===== src/rtl/regfile_sb.sv =====
// ============================================================================
// regfile_sb : ID-stage register file with EX/MEM/WB forwarding, load-use
//              detection and a long-latency write scoreboard driving one stall.
// Revision   : 1.0
// ============================================================================
`default_nettype none

module regfile_sb #(
  parameter int NREAD  = 2,
  parameter int AW     = 5,
  parameter int DW     = 32,
  parameter int MAX_LT = 4
) (
  input  logic                clk,
  input  logic                rst,
  input  logic [NREAD*AW-1:0] raddr_i,
  input  logic [NREAD-1:0]    rused_i,
  output logic [NREAD*DW-1:0] rdata_o,
  input  logic                ex_we_i,
  input  logic [AW-1:0]       ex_waddr_i,
  input  logic [DW-1:0]       ex_wdata_i,
  input  logic                ex_load_i,
  input  logic                mem_we_i,
  input  logic [AW-1:0]       mem_waddr_i,
  input  logic [DW-1:0]       mem_wdata_i,
  input  logic                wb_we_i,
  input  logic [AW-1:0]       wb_waddr_i,
  input  logic [DW-1:0]       wb_wdata_i,
  input  logic                lt_issue_i,
  input  logic [AW-1:0]       lt_waddr_i,
  input  logic                lt_done_i,
  input  logic [AW-1:0]       lt_done_waddr_i,
  output logic                lt_ready_o,
  output logic [3:0]          lt_count_o,
  output logic                stall_o
);

  localparam int              NREG     = 1 << AW;
  localparam logic [3:0]      C_LT_MAX = 4'(MAX_LT);
  localparam logic [AW-1:0]   C_R0     = '0;

  logic [DW-1:0]   rf_q [NREG];
  logic [NREG-1:0] busy_q, busy_d;
  logic [3:0]      cnt_q, cnt_d;
  logic            w_inc, w_dec;
  logic [NREAD-1:0] w_haz;

  assign lt_ready_o = (cnt_q < C_LT_MAX);
  assign lt_count_o = cnt_q;

  // r0 issues never mark busy, so their retirement is recognised by address.
  assign w_dec = lt_done_i &
                 (busy_q[lt_done_waddr_i] | ((lt_done_waddr_i == C_R0) & (cnt_q != 4'd0)));
  // A retirement in the same cycle frees a slot, so a full scoreboard still accepts.
  assign w_inc = lt_issue_i & (lt_ready_o | w_dec);

  always_comb begin
    busy_d = busy_q;
    cnt_d  = cnt_q;
    if (lt_done_i) busy_d[lt_done_waddr_i] = 1'b0;
    if (w_inc && (lt_waddr_i != C_R0)) busy_d[lt_waddr_i] = 1'b1;
    if (w_inc && !w_dec)      cnt_d = cnt_q + 4'd1;
    else if (!w_inc && w_dec) cnt_d = cnt_q - 4'd1;
  end

  always_ff @(posedge clk or posedge rst) begin
    if (rst) begin
      busy_q <= '0;
      cnt_q  <= 4'd0;
    end else begin
      busy_q <= busy_d;
      cnt_q  <= cnt_d;
    end
  end

  always_ff @(posedge clk or posedge rst) begin
    if (rst) begin
      for (int k = 0; k < NREG; k++) rf_q[k] <= '0;
    end else if (wb_we_i && (wb_waddr_i != C_R0)) begin
      rf_q[wb_waddr_i] <= wb_wdata_i;
    end
  end

  for (genvar i = 0; i < NREAD; i++) begin : g_port
    logic [AW-1:0] w_a;
    logic          w_lu, w_bh;

    assign w_a = raddr_i[i*AW +: AW];

    assign rdata_o[i*DW +: DW] =
        (w_a == C_R0)                        ? {DW{1'b0}} :
        (ex_we_i  && (ex_waddr_i  == w_a))   ? ex_wdata_i  :
        (mem_we_i && (mem_waddr_i == w_a))   ? mem_wdata_i :
        (wb_we_i  && (wb_waddr_i  == w_a))   ? wb_wdata_i  :
                                               rf_q[w_a];

    assign w_lu = rused_i[i] & (w_a != C_R0) & ex_we_i & ex_load_i & (ex_waddr_i == w_a);
    // Completing write is forwarded from WB this cycle, so it does not stall.
    assign w_bh = rused_i[i] & (w_a != C_R0) & busy_q[w_a] &
                  ~(lt_done_i & (lt_done_waddr_i == w_a));
    assign w_haz[i] = w_lu | w_bh;
  end

  assign stall_o = |w_haz;

endmodule

`default_nettype wire

===== config.mk =====
export PLATFORM = sky130hd
export DESIGN_NAME = regfile_sb
export DESIGN_NICKNAME = d
export VERILOG_FILES = /design/src/rtl/regfile_sb.sv
export SDC_FILE = /design/constraint.sdc
export NUM_CORES = 2
export LEC_CHECK = 0
export ABC_AREA = 1
export CAP_MARGIN = 20
export CORE_MARGIN = 1
export CORE_UTILIZATION = 30
export DETAILED_ROUTE_END_ITERATION = 12
export PLACE_DENSITY = 0.49
export SYNTH_ARGS = -nofsm -noshare
export SYNTH_HDL_FRONTEND = slang
export SYNTH_SLANG_ARGS = --single-unit

===== constraint.sdc =====
create_clock -name clk -period 47.6 [get_ports clk]
set_input_delay 14.28 -clock clk [delete_from_list [all_inputs] [get_ports clk]]
set_output_delay 14.28 -clock clk [all_outputs]
set_load 0.05 [all_outputs]

Yosys cells after proc, flatten, opt, wreduce, memory -nomap -nowiden
Cells that the tools add are included.
Widths: inputs -> output; s select.
{"block": "word_totals", "regBits": 1060, "latch_bits": 0, "ram_bits": 0, "rom_bits": 0, "in_bits": 141, "output_inout_bits": 70, "wordCells": 140, "n_memories": 0}
{"block": "op_classes", "addsub": 2, "n_mul": 0, "n_div": 0, "order_cmp": 11, "n_eq_ne": 8, "shifts": 0, "n_mux": 31, "bitwise": 29, "n_reduce_logical": 25}
{"op": "$bwmux 1024", "count": 1}
{"op": "$mux 32", "count": 15}
{"op": "$bmux 32 s5", "count": 2}
{"op": "$demux 32 s5", "count": 1}
{"op": "$eq 5x5->1", "count": 8}
{"op": "$and 32x32->32", "count": 1}
{"op": "$not 32->32", "count": 1}
{"op": "$or 32x32->32", "count": 1}
{"op": "$lt 5x6->1 const B", "count": 4}
{"op": "$reduce_bool 5->1", "count": 4}
{"op": "$ge 6x6->1 const B", "count": 3}
{"op": "$not 5->6", "count": 3}
{"op": "$and 1x1->1", "count": 17}
{"op": "$bmux 1 s5", "count": 3}
{"op": "$logic_not 5->1", "count": 3}
{"op": "$logic_and 1x1->1", "count": 13}
{"op": "$demux 1 s5", "count": 2}
{"op": "$ge 5x1->1 const B", "count": 2}
{"op": "$mux 4", "count": 2}
{"op": "$lt 6x1->1 const B", "count": 1}
{"op": "$mux 1", "count": 5}
{"op": "$add 4x1->4 const B", "count": 1}
{"op": "$lt 4x3->1 const B", "count": 1}
{"op": "$or 1x1->1", "count": 4}
{"op": "other kinds (6)", "count": 8}

Logic depth before layout (Yosys ltp)
{"block": "depth", "ltp_word": 10, "depth_mapped": 23, "ltp_nobuf": 22}

Worst setup path before layout
OpenSTA, ideal clock, no wires.
{"block": "synth_path", "kind": "input-to-output", "startpoint": "in raddr_i[0]", "endpoint": "out rdata_o[26]", "arrival_ns": 16.230, "path_slack_ns": 17.090, "path_stages": 14, "path_buffers": 5, "path_cell_list": "buf_4 -> inv_4 -> buf_6 -> buf_6 -> buf_6 -> buf_2 -> nor2_1 -> o21ai_0 -> a21oi_1 -> nand2_1 -> nand3_1 -> nand2_1 -> nand2_1 -> a21oi_1"}
{"block": "synth_via", "elab_chain_cells": 8, "word_cells_on_any_way": 15, "cone_classes": "eq/ne: 3; mux: 7; bitwise: 1; reduce/logical: 4"}
{"element": "start: declaration", "line_no": "16", "text": "input logic [NREAD*AW-1:0] raddr_i,"}
{"element": "$not 5->6 (implied by the code)", "line_no": "95", "text": "rf_q[w_a];"}
{"element": "$bmux 32 s5", "line_no": "95"}
{"element": "$mux 32 (implied by the code) (2 in series)", "line_no": "95"}
{"element": "$mux 32", "line_no": "94", "text": "(wb_we_i && (wb_waddr_i == w_a)) ? wb_wdata_i :"}
{"element": "$mux 32", "line_no": "93", "text": "(mem_we_i && (mem_waddr_i == w_a)) ? mem_wdata_i :"}
{"element": "$mux 32", "line_no": "92", "text": "(ex_we_i && (ex_waddr_i == w_a)) ? ex_wdata_i :"}
{"element": "$mux 32 *", "line_no": "91", "text": "(w_a == C_R0) ? {DW{1'b0}} :"}
{"element": "end: declaration", "line_no": "18", "text": "output logic [NREAD*DW-1:0] rdata_o,"}
Every way passes the cells marked *; elsewhere a longest branch is shown, timed or not. The select of a mux whose other input is x is not followed.

Worst setup path after layout
{"block": "layout_path", "startpoint": "in raddr_i[5]", "endpoint": "out rdata_o[41]"}
The elaborated chain is that of the path after synthesis.

==> reports/metrics.yaml <==
cts:
  clock_latency_ps: 800
  holdBufCountCts: 0
  ctsLongestPathBuffers: 3
  ctsResizeCount: 0
  clkTransAtPathRegs_ps: 50
  cts_buffers: 132
  cts_tree: "done"
  clock-sinks: 1060
  root_buffer: "clkbuf_16"
  h-tree-depth: 4
  post-cts-setup-buffer-count: 0
cells_and_area:
  n_fill_cell: 21898
  final_nets: 9014
  final_cell_mix: "nand2_1 (3278), o21ai_0 (1287), nand3_1 (1126)"
  syn_to_final_growth_pct: 12.5
  final_common_cell: "nand2_1"
  final_layout_size_suffix_gt1_frac: 0.0473
  final_area_sq_mm: 0.0695
floorplan:
  core-area_sq_mm: 0.205
  fp-row-count: 166
  fp.dieW_microns: 456
  die_y_microns: 456
  io_pins: 211
  die-area_sq_mm: 0.208
  start_util: 0.302
critical_path:
  reg2reg_depth: 19
  critPathMaxStageDelay_ps: 890
  crit_path_max_fanout: 81
  cp.required_ps: 33320
  cp-start-kind: "input port"
  r2r-end: "lt_count_o[3]$_DFFE_PP0P_"
  crit_chain: "buf_8, buf_4, buf_4, buf_4, nand2_1, nand3_1, nand3_1, nand2_1, nor2_1, nand2_1, nand3_1, o21ai_1, nand2_1, a21oi_1, clkdlybuf4s50_1"
  cp_slowest_cell: "buf_4"
  r2r_start: "lt_count_o[2]$_DFFE_PP0P_"
  cp-end-kind: "output port"
  timing.critical_path.mode_cell: "nand2_1"
  cp.arrival_ps: 19460
  reg2reg_slack_ps: 44040
  worst-setup-path-type: "input port to output port"
timing:
  drv_slew: 0
  max_slew.worst_pin.slew_ps: 1160
  setup-violations-final: 0
  rsz0062_at_grt: "false"
  maxSlewHeadroom: 0.227
  fin_crit_ps: 33740
  finalCritPeriodShare: 0.709
  fin_worst_skew_ps: 23.6
  fin_setup_tns_ps: 0
  finalHoldViolations: 0
  max_freq_mhz: 29.6
logic_synthesis:
  netlist_area_sq_mm: 0.0617
  ys_warn_count: 0
  synth.avg_cell_area_sq_um: 6.72
  syn_nets: 9340
  synth-seq-cells: 1060
  seq_area_frac_synth: 0.430
  netlist_instances: 9195
  synth_cell_types: 40
drt:
  drt_iter0_markers: 8028
  route.detailed.drc: 0
  wl_met1_mm: 116
  antenna_left: 0
  wire_per_inst_microns: 24.2
  vias: 63261
  avgViaCountPerCell: 5.43
  wl_met2_mm: 130
  wirelength_mm: 282
  drtPass1Iterations: 6
  dr_wl_met3_mm: 19.7
  highest-signal-layer: "met4"
worst_hold_path:
  worstHoldPathType: "flop to flop"
  hold_end: "rf_q[1014]$_DFFE_PP0P_"
  hold_depth: 0
  min_from: "rf_q[1014]$_DFFE_PP0P_"
global_routing:
  grt_pass1_wl_mm: 415
  grt_use_total: 0.266
  gr-total-overflow: 0
  antenna_found_initial: 6
  first_global_vias: 59617
  grt_start_max_net_pins: 192
power:
  finalPower_w: 0.00286
  ir_worst_vdd_mv: 0.0405
  p_per_area_mw_per_mm2: 41.2
  leakage_nw: 31.8
place:
  placed_cell_area_sq_mm: 0.0651
  place_congestion: 0.864
  hpwl_mm: 157
  io_buffers: 210
job:
  drv_cap: 0
outcome:
  outcome: "completed"
[layout make-up]
class | instances | area [sq um] | share of cell area
multi-input cells | 7118 | 31100 | 0.448
well taps | 2688 | 3360 | 0.0484
diodes | 1 | 2.50 | 0.0000360
inverters | 201 | 816 | 0.0117
clock inverters | 32 | 327 | 0.00470
repair buffers | 356 | 3350 | 0.0482
clock buffers | 200 | 3960 | 0.0569
flip-flops and latches | 1060 | 26500 | 0.382
[critical path, delay by kind of cell]
family,cells,cell delay (ps)
buf+inv,5,3460
compound gates,2,670
simple gates,8,750
[worst max-delay path by stage]
stage / from / endpoint / slack, ps / cells past startpoint
2_1_floorplan: rst / busy_q[0]$_DFF_PP0_ / 3480 / 1
3_3_place_gp: raddr_i[5] / rdata_o[41] / 14000 / 15
3_5_place_dp: raddr_i[5] / rdata_o[41] / 14020 / 15
4_1_cts: raddr_i[5] / rdata_o[41] / 14010 / 15
5_1_grt: raddr_i[5] / rdata_o[41] / 13730 / 15
6_report: raddr_i[5] / rdata_o[41] / 13860 / 15
[per-layer routing]
metal | global-route usage | up-vias
li1 | - | 29323
met1 | 0.340 | 30432
met2 | 0.438 | 2916
met3 | 0.0352 | 590
met4 | 0.139 | 0
met5 | 0 | -
[Yosys cell counts]
| master | n | area, sq um |
|---|---|---|
| a211oi_1 | 7 | 52.6 |
| a21o_1 | 1 | 7.51 |
| a21oi_1 | 340 | 1700 |
| a221oi_1 | 1 | 8.76 |
| buf_1 | 62 | 233 |
| buf_2 | 253 | 1270 |
| buf_4 | 28 | 210 |
| buf_6 | 4 | 45.0 |
| clkbuf_1 | 469 | 1760 |
| clkinv_1 | 1 | 3.75 |
| dfrtp_1 | 1060 | 26500 |
| fa_1 | 1 | 20.0 |
| ha_1 | 3 | 37.5 |
| inv_1 | 182 | 683 |
| inv_2 | 16 | 60.1 |
| inv_4 | 2 | 12.5 |
| mux2_2 | 1 | 11.3 |
| nand2_1 | 3301 | 12400 |
| nand2_2 | 4 | 25.0 |
| nand2b_1 | 1 | 6.26 |
| nand3_1 | 1128 | 5650 |
| nand3_2 | 2 | 20.0 |
| nand4_1 | 36 | 225 |
| nand4_2 | 1 | 12.5 |
| nor2_1 | 783 | 2940 |
| nor2_2 | 4 | 25.0 |
| nor2_4 | 4 | 45.0 |
| nor3_1 | 21 | 105 |
| nor3_2 | 1 | 10.0 |
| nor3_4 | 4 | 65.1 |
| o2111ai_1 | 1 | 8.76 |
| o211ai_1 | 56 | 420 |
| o21a_1 | 1 | 7.51 |
| o21ai_0 | 1287 | 6440 |
| o21ai_1 | 99 | 495 |
| o221ai_1 | 1 | 8.76 |
| o22ai_1 | 16 | 100 |
| or2_2 | 1 | 6.26 |
| xnor2_1 | 5 | 43.8 |
| xor2_1 | 7 | 61.3 |
[report_power, final]
group,internal (W),switching (W)
clock network,0.000595,0.000428
logic,0.000214,0.000405
registers,0.00108,0.000144
[through the flow]
stage           util  cells  hold WS, ps  setup slack, ps
2_1_floorplan      -   9195          451             3480
3_3_place_gp   0.318  11413          386            14000
3_5_place_dp   0.318  11417          388            14020
4_1_cts        0.339  11649          401            14010
5_1_grt        0.340  11656          416            13730
6_report       0.340  11656          398            13860
[state kept, by name, summed over array words and instances, names as in the netlist]
name and cells:
rf_q 1024, busy_q 32, lt_count_o 4
[cell families after synthesis]
| group | share of synthesized area |
|---|---|
| AO/OA/AOI/OAI | 0.150 |
| XOR/XNOR | 0.00170 |
| AND/OR/NAND/NOR | 0.349 |
| buffers and inverters | 0.0692 |
| adder cells (fa/ha/maj) | 0.000932 |
| multiplexers | 0.000182 |
| flip-flops | 0.430 |
Power figures use the tool's default switching activity.
